[src/rtl/read_req_arbiter.sv]
// read_req_arbiter: shares one AXI AR channel among three read requesters with priority, starvation guard and per-ID credits.
module read_req_arbiter #(
  parameter int MAX_OUTST    = 4,
  parameter int STARVE_LIMIT = 3
) (
  input  logic         clk,
  input  logic         rst,
  input  logic [2:0]   req_valid,
  input  logic [191:0] req_addr,
  output logic [2:0]   req_ready,
  output logic [15:0]  arid_m,
  output logic [63:0]  araddr_m,
  output logic [7:0]   arlen_m,
  output logic [2:0]   arsize_m,
  output logic         arvalid_m,
  input  logic         arready_m,
  input  logic [15:0]  rid_m,
  input  logic [1:0]   rresp_m,
  input  logic         rlast_m,
  input  logic         rvalid_m,
  output logic         rready_m,
  output logic [2:0]   rvalid_o,
  output logic [11:0]  outst_o,
  output logic         busy_o,
  output logic         err_o
);
  localparam int SW = STARVE_LIMIT > 0 ? $clog2(STARVE_LIMIT + 1) : 1;
  localparam logic [3:0] MAX_C = 4'(MAX_OUTST);
  localparam logic [SW-1:0] STARVE_C = SW'(STARVE_LIMIT);
  logic [2:0][3:0] outst, outst_nxt;
  logic [SW-1:0] starve_cnt;
  logic rr, slot_free, pick1, g2, rid_ok, dec, underflow;
  logic [2:0] elig, dec_v;
  logic [1:0] gid;
  logic [63:0] gaddr;
  assign arlen_m   = 8'd0;
  assign arsize_m  = 3'b110;
  assign rready_m  = 1'b1;
  assign outst_o   = outst;
  assign busy_o    = arvalid_m | (|outst);
  assign slot_free = !arvalid_m | arready_m;
  assign rid_ok    = rid_m < 16'd3;
  assign dec       = rvalid_m & rlast_m & rid_ok;
  assign rvalid_o  = {rvalid_m & (rid_m == 16'd2), rvalid_m & (rid_m == 16'd1), rvalid_m & (rid_m == 16'd0)};
  always_comb begin
    for (int i = 0; i < 3; i++) elig[i] = req_valid[i] & (outst[i] < MAX_C) & slot_free;
    g2 = elig[2] & !((starve_cnt == STARVE_C) & (elig[0] | elig[1]));
    pick1 = elig[1] & (!elig[0] | !rr);
    req_ready = g2 ? 3'b100 : pick1 ? 3'b010 : {2'b00, elig[0]};
    gid = g2 ? 2'd2 : pick1 ? 2'd1 : 2'd0;
    gaddr = g2 ? req_addr[191:128] : pick1 ? req_addr[127:64] : req_addr[63:0];
  end
  // A same-cycle accept and rlast on one ID cancel; an unmatched rlast on an empty count holds at 0 and flags.
  always_comb begin
    underflow = 1'b0;
    for (int i = 0; i < 3; i++) begin
      dec_v[i] = dec & (rid_m[1:0] == i[1:0]);
      outst_nxt[i] = (req_ready[i] & !dec_v[i]) ? outst[i] + 4'd1 :
                     (dec_v[i] & !req_ready[i] & (outst[i] != 4'd0)) ? outst[i] - 4'd1 : outst[i];
      underflow = underflow | (dec_v[i] & !req_ready[i] & (outst[i] == 4'd0));
    end
  end
  always_ff @(posedge clk) begin
    if (rst) begin
      arvalid_m  <= 1'b0;
      arid_m     <= '0;
      araddr_m   <= '0;
      outst      <= '0;
      starve_cnt <= '0;
      rr         <= 1'b0;
      err_o      <= 1'b0;
    end else begin
      if (|req_ready) begin
        arvalid_m <= 1'b1;
        arid_m    <= {14'd0, gid};
        araddr_m  <= {gaddr[63:6], 6'b0};
      end else if (arready_m) arvalid_m <= 1'b0;
      outst      <= outst_nxt;
      starve_cnt <= (req_ready[0] | req_ready[1]) ? '0 :
                    (req_ready[2] & (|req_valid[1:0]) & (starve_cnt != STARVE_C)) ? starve_cnt + SW'(1) : starve_cnt;
      rr         <= req_ready[0] ? 1'b0 : req_ready[1] ? 1'b1 : rr;
      err_o      <= err_o | (rvalid_m & ((rresp_m != 2'b00) | !rid_ok)) | underflow;
    end
  end
endmodule

[config.mk]
export PLATFORM = sky130hd
export DESIGN_NAME = read_req_arbiter
export DESIGN_NICKNAME = d
export VERILOG_FILES = /design/src/rtl/read_req_arbiter.sv
export SDC_FILE = /design/constraint.sdc
export NUM_CORES = 1
export LEC_CHECK = 0
export CAP_MARGIN = 40
export CORE_ASPECT_RATIO = 0.7
export CORE_MARGIN = 3
export CORE_UTILIZATION = 35
export CTS_CLUSTER_DIAMETER = 60
export DETAILED_ROUTE_END_ITERATION = 10
export GPL_TIMING_DRIVEN = 0
export HOLD_SLACK_MARGIN = 0.15
export PLACE_DENSITY = 0.8
export SLEW_MARGIN = 0
export SYNTH_ARGS = -nofsm -noshare
export SYNTH_HDL_FRONTEND = slang
export SYNTH_SLANG_ARGS = --single-unit
[constraint.sdc]
create_clock -name clk -period 5.2 [get_ports clk]
set_input_delay 1.56 -clock clk [delete_from_list [all_inputs] [get_ports clk]]
set_output_delay 1.56 -clock clk [all_outputs]
set_load 0.1 [all_outputs]
==> summary.md, run 1 <==
| Metric | Value |
|---|---|
| CP max stage cell | clkdlybuf4s50_1 |
| Synth top area cells | dfxtp_1, mux2i_1, a22o_1 |
| Clock Sinks | a little under 80 |
| Simple-Gate Fraction of Synth Area | 0.173 |
| Most numerous cell in the Yosys netlist | dfxtp_1 |
| Setup TNS | 0 ps |
| YS warnings | 0 |
| Ports | 331 |
| Area of the multi-input gates | 2860 µm² |
| Final Util | 0.771 |
| Vias after detailed routing | 5539 |
| Synth Cell Area | 4730 µm² |
| Design Power | 0.00551 W |
| Aggregate global routing overflow | 0 |
| Setup WS post-layout | 128 ps |
| Crit path DAT | approximately 3500 ps |
| Final min period | 5070 ps |
| Vias per std cell | 5.04 |
| Max VDD drop | approximately 0.00037 V |
| Post-place setup slack | -703 ps |
| Xor and xnor area share after synthesis | 0.00741 |
| Startpoint Class | input pin |
| Post-synthesis average cell area | 9.26 µm² |
| Rows | 34 |
| FILL cells | 781 |
| Largest net degree at the start of global routing | 13 |
| Die height | 103 µm |
| Mux cell area share after synthesis | 0.149 |
| Vias in the first global route | 5814 |
| Fin. max-slew vios | 0 |
| Crit path required time | 3640 ps |
| RSZ-0062 raised after global routing | no |
| # placed instances | 1081 |
| Number of hold violations in the final report | 0 |
| Final GP Congestion | 0.830 |
| Layout Nets | between 1k and 1.5k |
| FF+latch area | 1540 µm² |
| Maximum buffer depth of the clock tree | 2 |
| Top FF cell, synth | dfxtp_1 |
| Fin crit share | 0.975 |
| Clock Latency Late Sink | 330 ps |
| Critical path endpoint category | primary output |
| Cell taking the most area after synthesis | dfxtp_1 |
| Pwr Density | 558 nW/µm² |
| Status | complete, no violations |
| Wire length on met1 | 8.33 mm |
| DR iter-0 viols | 332 |
| Critical path buffers and inverters | 3 |
| Metal2 WL | 11.1 mm |
| Adder-cell area share of the yosys netlist | 0.0312 |
| Synth Area in Compound Gates | 0.208 |
| Global-route wire length before repair | ~32 mm |
| Crit path largest cell delay | 530 ps |
| P_leak | 4.13 nW |
| Least-Margin Pin Slew | 847 ps |
| Clock-pin slew on the worst setup and hold paths | 50 ps |
| CTS tree | yes |
| Die ar. | 15000 µm² |
| # H-tree levels | 3 |
| Top routing layer used | met4 |
| Hold_buf cts | 0 |
| Cells after Synth | 511 |
| CP delay by family, top | buffers and inverters |
| Fmax | 197 MHz |
| Maxcap violations | 0 |
| Top cell type's share of synthesized area | 0.326 |
| Antenna Cells | 0 |
| Layout area overhead | 109% |
| Crit-path cells | clkdlybuf4s50_1 -> nor4_4 -> nand4_4 -> nor3_2 -> clkdlybuf4s50_1 -> buf_8 |
| Core ar. | 12800 µm² |
| Post-synth cell types | 52 |
| Final setup viols | 0 |
| Final wirelength | 21.0 mm |
| Routed Antenna Nets | 0 |
| Largest family of logic cells by synthesized area | compound AO/OA/AOI/OAI gates |
| WL/cell | 19.1 µm |
| GR Util All Layers | 0.267 |
| Initial Util | 0.369 |
| Hold Crit Class | reg -> reg |
| DR WL met3 | 1.35 mm |
| DR pass1 iterations | 5 |
| Worst Skew | 8.05 ps |
| Asr flop ratio synth | 0 |
| Sequential element share of the synthesized area | 0.326 |
| Root Buffer | clkbuf_16 |
| DRC | 0 |
| Register bit total from synthesis | 77 |
| Critical-path maximum fanout | 5 |
| Synth top cells by count | dfxtp_1, mux2i_1, nand2_1 |
| Fin cells | approximately 1.1k |
| Die X | roughly 140 µm |
| Max-slew headroom | 0.430 |
| Layout cells sized above 1 | 0.204 |
| TritonCTS Buffers | 9 |
| Critical path class | in -> out |
| Most frequent CP cell | clkdlybuf4s50_1 |
| IO buf count | 279 |
| Placed wire-length estimate | 16.6 mm |
| Post-synth EDFFs | 0 |
| Initial antenna violation count | 0 |
==> where the power goes <==
part / switching [W] / internal (W) / total, W
logic: 0.00230 / 0.00153 / 0.00383
clock network: 0.000242 / 0.000528 / 0.000770
registers: 0.000145 / 0.000764 / 0.000909
==> placed cells by master (no fill, tap or decap), drive strengths merged, types with 15 or more instances in the layout <==
| cell | synthesis | layout |
|---|---|---|
| nand2 | 60 | 60 |
| clkbuf | 8 | 19 |
| buf | 61 | 150 |
| conb | 2 | 32 |
| dfxtp | 77 | 77 |
| clkdlybuf4s50 | 0 | 275 |
| o21ai | 62 | 62 |
| a22o | 58 | 58 |
| mux2i | 65 | 65 |
| nor4 | 15 | 15 |
==> kinds of logic (layout without fill, tap and decap cells) <==
kind of cell,Yosys count,in the layout
flops,77,77
buf+inv,74,453
other cells,2,32
simple gates,131,131
fa+ha+maj,10,10
xor+xnor,4,4
mux,70,70
compound gates,143,143
==> worst paths after layout <==
path | cells past startpoint | to | start | slack, ps
max | 6 | rvalid_o[2] | rid_m[10] | 130
min | 1 | araddr_m[63]$_SDFFE_PP0P_ | araddr_m[63]$_SDFFE_PP0P_ | 480
max reg2reg | 14 | outst_o[11]$_SDFFE_PP0P_ | starve_cnt[0]$_SDFFE_PP0P_ | 1830
min reg2reg | 1 | araddr_m[63]$_SDFFE_PP0P_ | araddr_m[63]$_SDFFE_PP0P_ | 480
==> metal layers <==
| metal | track usage | up-vias |
|---|---|---|
| li1 | - | 2610 |
| met1 | 0.323 | 2680 |
| met2 | 0.507 | 232 |
| met3 | 0.0523 | 17 |
| met4 | 0.0511 | 0 |
| met5 | 0 | - |
==> cell type report <==
class                           count  area share
Inverter                            5     0.00190
Buffer                             67      0.0465
Sequential cell                    77       0.156
Tap cell                          180      0.0228
Clock inverter                      4      0.0122
Multi-Input combinational cell    390       0.289
Timing Repair Buffer              366       0.447
Clock buffer                       11      0.0246
==> worst reg2reg max path, cell delays in order, from the launching register on <==
cell	delay [ps]
dfxtp_1	320
ha_1	280
and4bb_2	290
nor4_4	350
buf_6	190
buf_4	210
buf_4	230
o21a_1	250
inv_1	120
ha_1	290
a21o_1	180
a21o_1	190
nor3_1	150
mux2i_1	100
a21oi_1	160
==> state kept, by name, indices dropped and copies added (netlist names) <==
| register | count |
|---|---|
| rr | 1 |
| err_o | 1 |
| arvalid_m | 1 |
| araddr_m | 58 |
| outst_o | 12 |
| starve_cnt | 2 |
| arid_m | 2 |
==> per-stage QoR <==
| stage | cell area, µm² | hold WS, ps |
|---|---|---|
| 4_1_cts | 9890 | 482 |
| 3_5_place_dp | 9470 | 463 |
| 5_1_grt | 9880 | 496 |
| 3_3_place_gp | 7890 | 462 |
| 2_1_floorplan | 4870 | 461 |
| 6_report | 9880 | 477 |
==> repair_timing <==
action,CTS,global route
pin swaps,5,1
buffers inserted,8,1
resized for setup,5,0
cloned,1,0
endpoints found under the setup margin,6,2
(Power assumes the default switching activity.)
==> run 2: changes to the inputs <==
- ABC_CLOCK_PERIOD_IN_PS: default -> 5200
==> results of run 2 <==
The final DEF is identical to that of run 1; final timing and power are the same.
==> run 3: changes to the inputs <==
- CAP_MARGIN: 40 -> 20
==> run 3 against run 2 <==
Fmax down 1.5%; sequential share of layout area up 3.1 points; register-to-register slack better by 340 ps; clock skew about the same; core utilization down 13 points; cell count down 7.6%; routed wire length down 15%; die area unchanged; via count down 9.1%; sequential cell count unchanged; power down 16%; clock-buffer cell count down 1; largest power group unchanged.
==> summary.md, run 3 (synthesized netlist as in run 1, its figures left out) <==
| Metric | Value |
|---|---|
| Crit path DAT | 3590 ps (was 3510 ps) |
| Number of hold violations in the final report | 0 (unchanged) |
| Ports | 331 (unchanged) |
| Clock-pin slew on the worst setup and hold paths | 50 ps (about the same) |
| Fmax | 194 MHz (was 197 MHz) |
| Area of the multi-input gates | 2840 µm² (was 2860 µm²) |
| Status | complete, no violations (unchanged) |
| Max reg flops | 58 (unchanged) |
| RSZ-0062 raised after global routing | no (unchanged) |
| Largest net degree at the start of global routing | 13 (unchanged) |
| IO buf count | 279 (unchanged) |
| Crit-path cells | clkdlybuf4s50_1 -> or3b_1 -> nor4_4 -> clkdlybuf4s15_2 (was clkdlybuf4s50_1 -> nor4_4 -> nand4_4 -> nor3_2 -> clkdlybuf4s50_1 -> buf_8) |
| Die ar. | 15000 µm² (unchanged) |
| DRC | 0 (unchanged) |
| Critical path class | in -> out (unchanged) |
| Crit path required time | 3640 ps (about the same) |
| Layout area overhead | 74.4% (was 109%) |
| Max-slew headroom | 0.301 (was 0.430) |
| # H-tree levels | 3 (unchanged) |
| Final wirelength | 17.9 mm (was 21.0 mm) |
| Core ar. | 12800 µm² (unchanged) |
| Hold Crit Class | reg -> reg (unchanged) |
| Final GP Congestion | 0.830 (unchanged) |
| Power share of the sequential group | 0.195 (was 0.165) |
| Die X | 145 µm (unchanged) |
| Max VDD drop | 0.000383 V (was 0.000369 V) |
| CP delay by family, top | buffers and inverters (unchanged) |
| Largest reg by FF count | araddr_m (unchanged) |
| Clock Latency Late Sink | 320 ps (was 330 ps) |
| Initial Util | 0.369 (unchanged) |
| Fin crit share | 0.990 (was 0.975) |
| Hold Path Origin | araddr_m[47]$_SDFFE_PP0P_ (was araddr_m[63]$_SDFFE_PP0P_) |
| R2r setup slk | 2170 ps (was 1830 ps) |
| DR iter-0 viols | 199 (was 332) |
| Routed Antenna Nets | 0 (unchanged) |
| DR pass1 iterations | 5 (unchanged) |
| Layout cells sized above 1 | 0.128 (was 0.204) |
| Most frequent cells in the layout | clkdlybuf4s50_1, dfxtp_1, mux2i_1 (unchanged) |
| Setup TNS | 0 ps (unchanged) |
| Rows | 34 (unchanged) |
| FILL cells | 1054 (was 781) |
| Combinational power share | 0.652 (was 0.695) |
| TritonCTS Buffers | 9 (unchanged) |
| Fin. max-slew vios | 0 (unchanged) |
| Layout Nets | 1061 (was 1144) |
| P_leak | 3.39 nW (was 4.13 nW) |
| Worst Skew | 8.15 ps (was 8.05 ps) |
| Antenna Cells | 0 (unchanged) |
| Critical path endpoint category | primary output (unchanged) |
| CTS tree | yes (unchanged) |
| Fin cells | 1016 (was 1100) |
| Commonest non-fill, non-tap cell in the layout | clkdlybuf4s50_1 (unchanged) |
| Worst hold margin | 477 ps (about the same) |
| Fin area | 8250 µm² (was 9880 µm²) |
| Startpoint Class | input pin (unchanged) |
| Maximum buffer depth of the clock tree | 2 (unchanged) |
| Vias per std cell | 4.96 (was 5.04) |
| GR Util All Layers | 0.225 (was 0.267) |
| Die height | 103 µm (unchanged) |
| Vias after detailed routing | 5036 (was 5539) |
| Clock Power Share | 0.153 (was 0.140) |
| Net Sw Frac | 0.535 (was 0.488) |
| Worst R2R Start | outst_o[6]$_SDFFE_PP0P_ (was starve_cnt[0]$_SDFFE_PP0P_) |
| Pwr Density | 563 nW/µm² (was 558 nW/µm²) |
| Least-Margin Pin Slew | 1040 ps (was 847 ps) |
| Global-route wire length before repair | 27.1 mm (was 31.8 mm) |
| WL/cell | 17.6 µm (was 19.1 µm) |
| FF+latch area | 1540 µm² (unchanged) |
| CP max stage cell | clkdlybuf4s15_2 (was clkdlybuf4s50_1) |
| Clock Sinks | 77 (unchanged) |
| Crit path largest cell delay | 620 ps (was 530 ps) |
| Final min period | 5150 ps (was 5070 ps) |
| Critical Path Start | req_valid[0] (was rid_m[10]) |
| Initial antenna violation count | 0 (unchanged) |
| Final setup viols | 0 (unchanged) |
| Critical-path maximum fanout | 5 (unchanged) |
| Critical path buffers and inverters | 2 (was 3) |
| Vias in the first global route | 5097 (was 5814) |
| Placed wire-length estimate | 14.7 mm (was 16.6 mm) |
| Internal | 0.00216 W (was 0.00282 W) |
| # placed instances | 1000 (was 1081) |
| Root Buffer | clkbuf_16 (unchanged) |
| NetSw | 0.00248 W (was 0.00269 W) |
| Final Util | 0.644 (was 0.771) |
| DP Area | 7890 µm² (was 9470 µm²) |
| Maxcap violations | 0 (unchanged) |
| Aggregate global routing overflow | 0 (unchanged) |
run 3: cell count changes in the layout (fill, tap and decap cells not counted), sizes merged:
| cell | delta |
|---|---|
| bufinv | -1 |
| clkdlybuf4s15 | +2 |
| clkdlybuf4s50 | -2 |
| buf | -84 |
| clkinvlp | +1 |
run 3: layout make-up:
cell class	count	share of cell area
Inverter	5	0.00227
Clock inverter	4	0.0118
Sequential cell	77	0.187
Clock buffer	10	0.0290
Timing Repair Buffer	282	0.341
Multi-Input combinational cell	390	0.344
Tap cell	180	0.0273
Buffer	68	0.0575
run 3: routing by layer:
| layer | wire [µm] | GRT usage | up-vias |
|---|---|---|---|
| met3 | 1300 | 0.0671 | 16 |
| met5 | 0 | 0 | - |
| li1 | - | - | 2443 |
| met2 | 8970 | 0.402 | 192 |
| met1 | 7420 | 0.271 | 2385 |
| met4 | 233 | 0.0569 | 0 |
run 3: path summary, 6_finish.rpt:
path	to	depth (start not counted)
worst max register to register	outst_o[7]$_SDFFE_PP0P_	9
worst min-delay path	araddr_m[47]$_SDFFE_PP0P_	1
worst max-delay path	req_ready[0]	4
worst min register to register	araddr_m[47]$_SDFFE_PP0P_	1
run 3: worst reg2reg max path, cell delays in order, from the launching register on:
cell	delay [ps]
dfxtp_1	390
or3b_4	470
nor4_4	510
o21a_4	260
inv_1	90
ha_1	280
a21o_1	180
a21oi_1	190
mux2i_1	230
mux2_1	330
run 3: through the flow:
stage	power, W	worst slack [ps]
2_1_floorplan	0.00314	-295
3_3_place_gp	0.00386	-1070
6_report	0.00464	50.7
4_1_cts	0.00465	1.22
5_1_grt	0.00485	1.51
3_5_place_dp	0.00392	-1110
run 3: power by group through the flow:
stage / Combinational, W / Sequential, W / Clock [W]
after floorplan: 0.00106 / 0.00207 / 0
after global placement: 0.00296 / 0.000899 / 0
after detailed placement: 0.00300 / 0.000915 / 0
after CTS: 0.00302 / 0.000904 / 0.000728
after global routing: 0.00317 / 0.000929 / 0.000751
final: 0.00303 / 0.000905 / 0.000712
run 3: what timing repair did:
action / CTS / global route
hold buffers: 0 / 0
buffers inserted: 0 / 3
pin swaps: 1 / 1
setup endpoints to repair: 6 / 3
resized for setup: 31 / 4
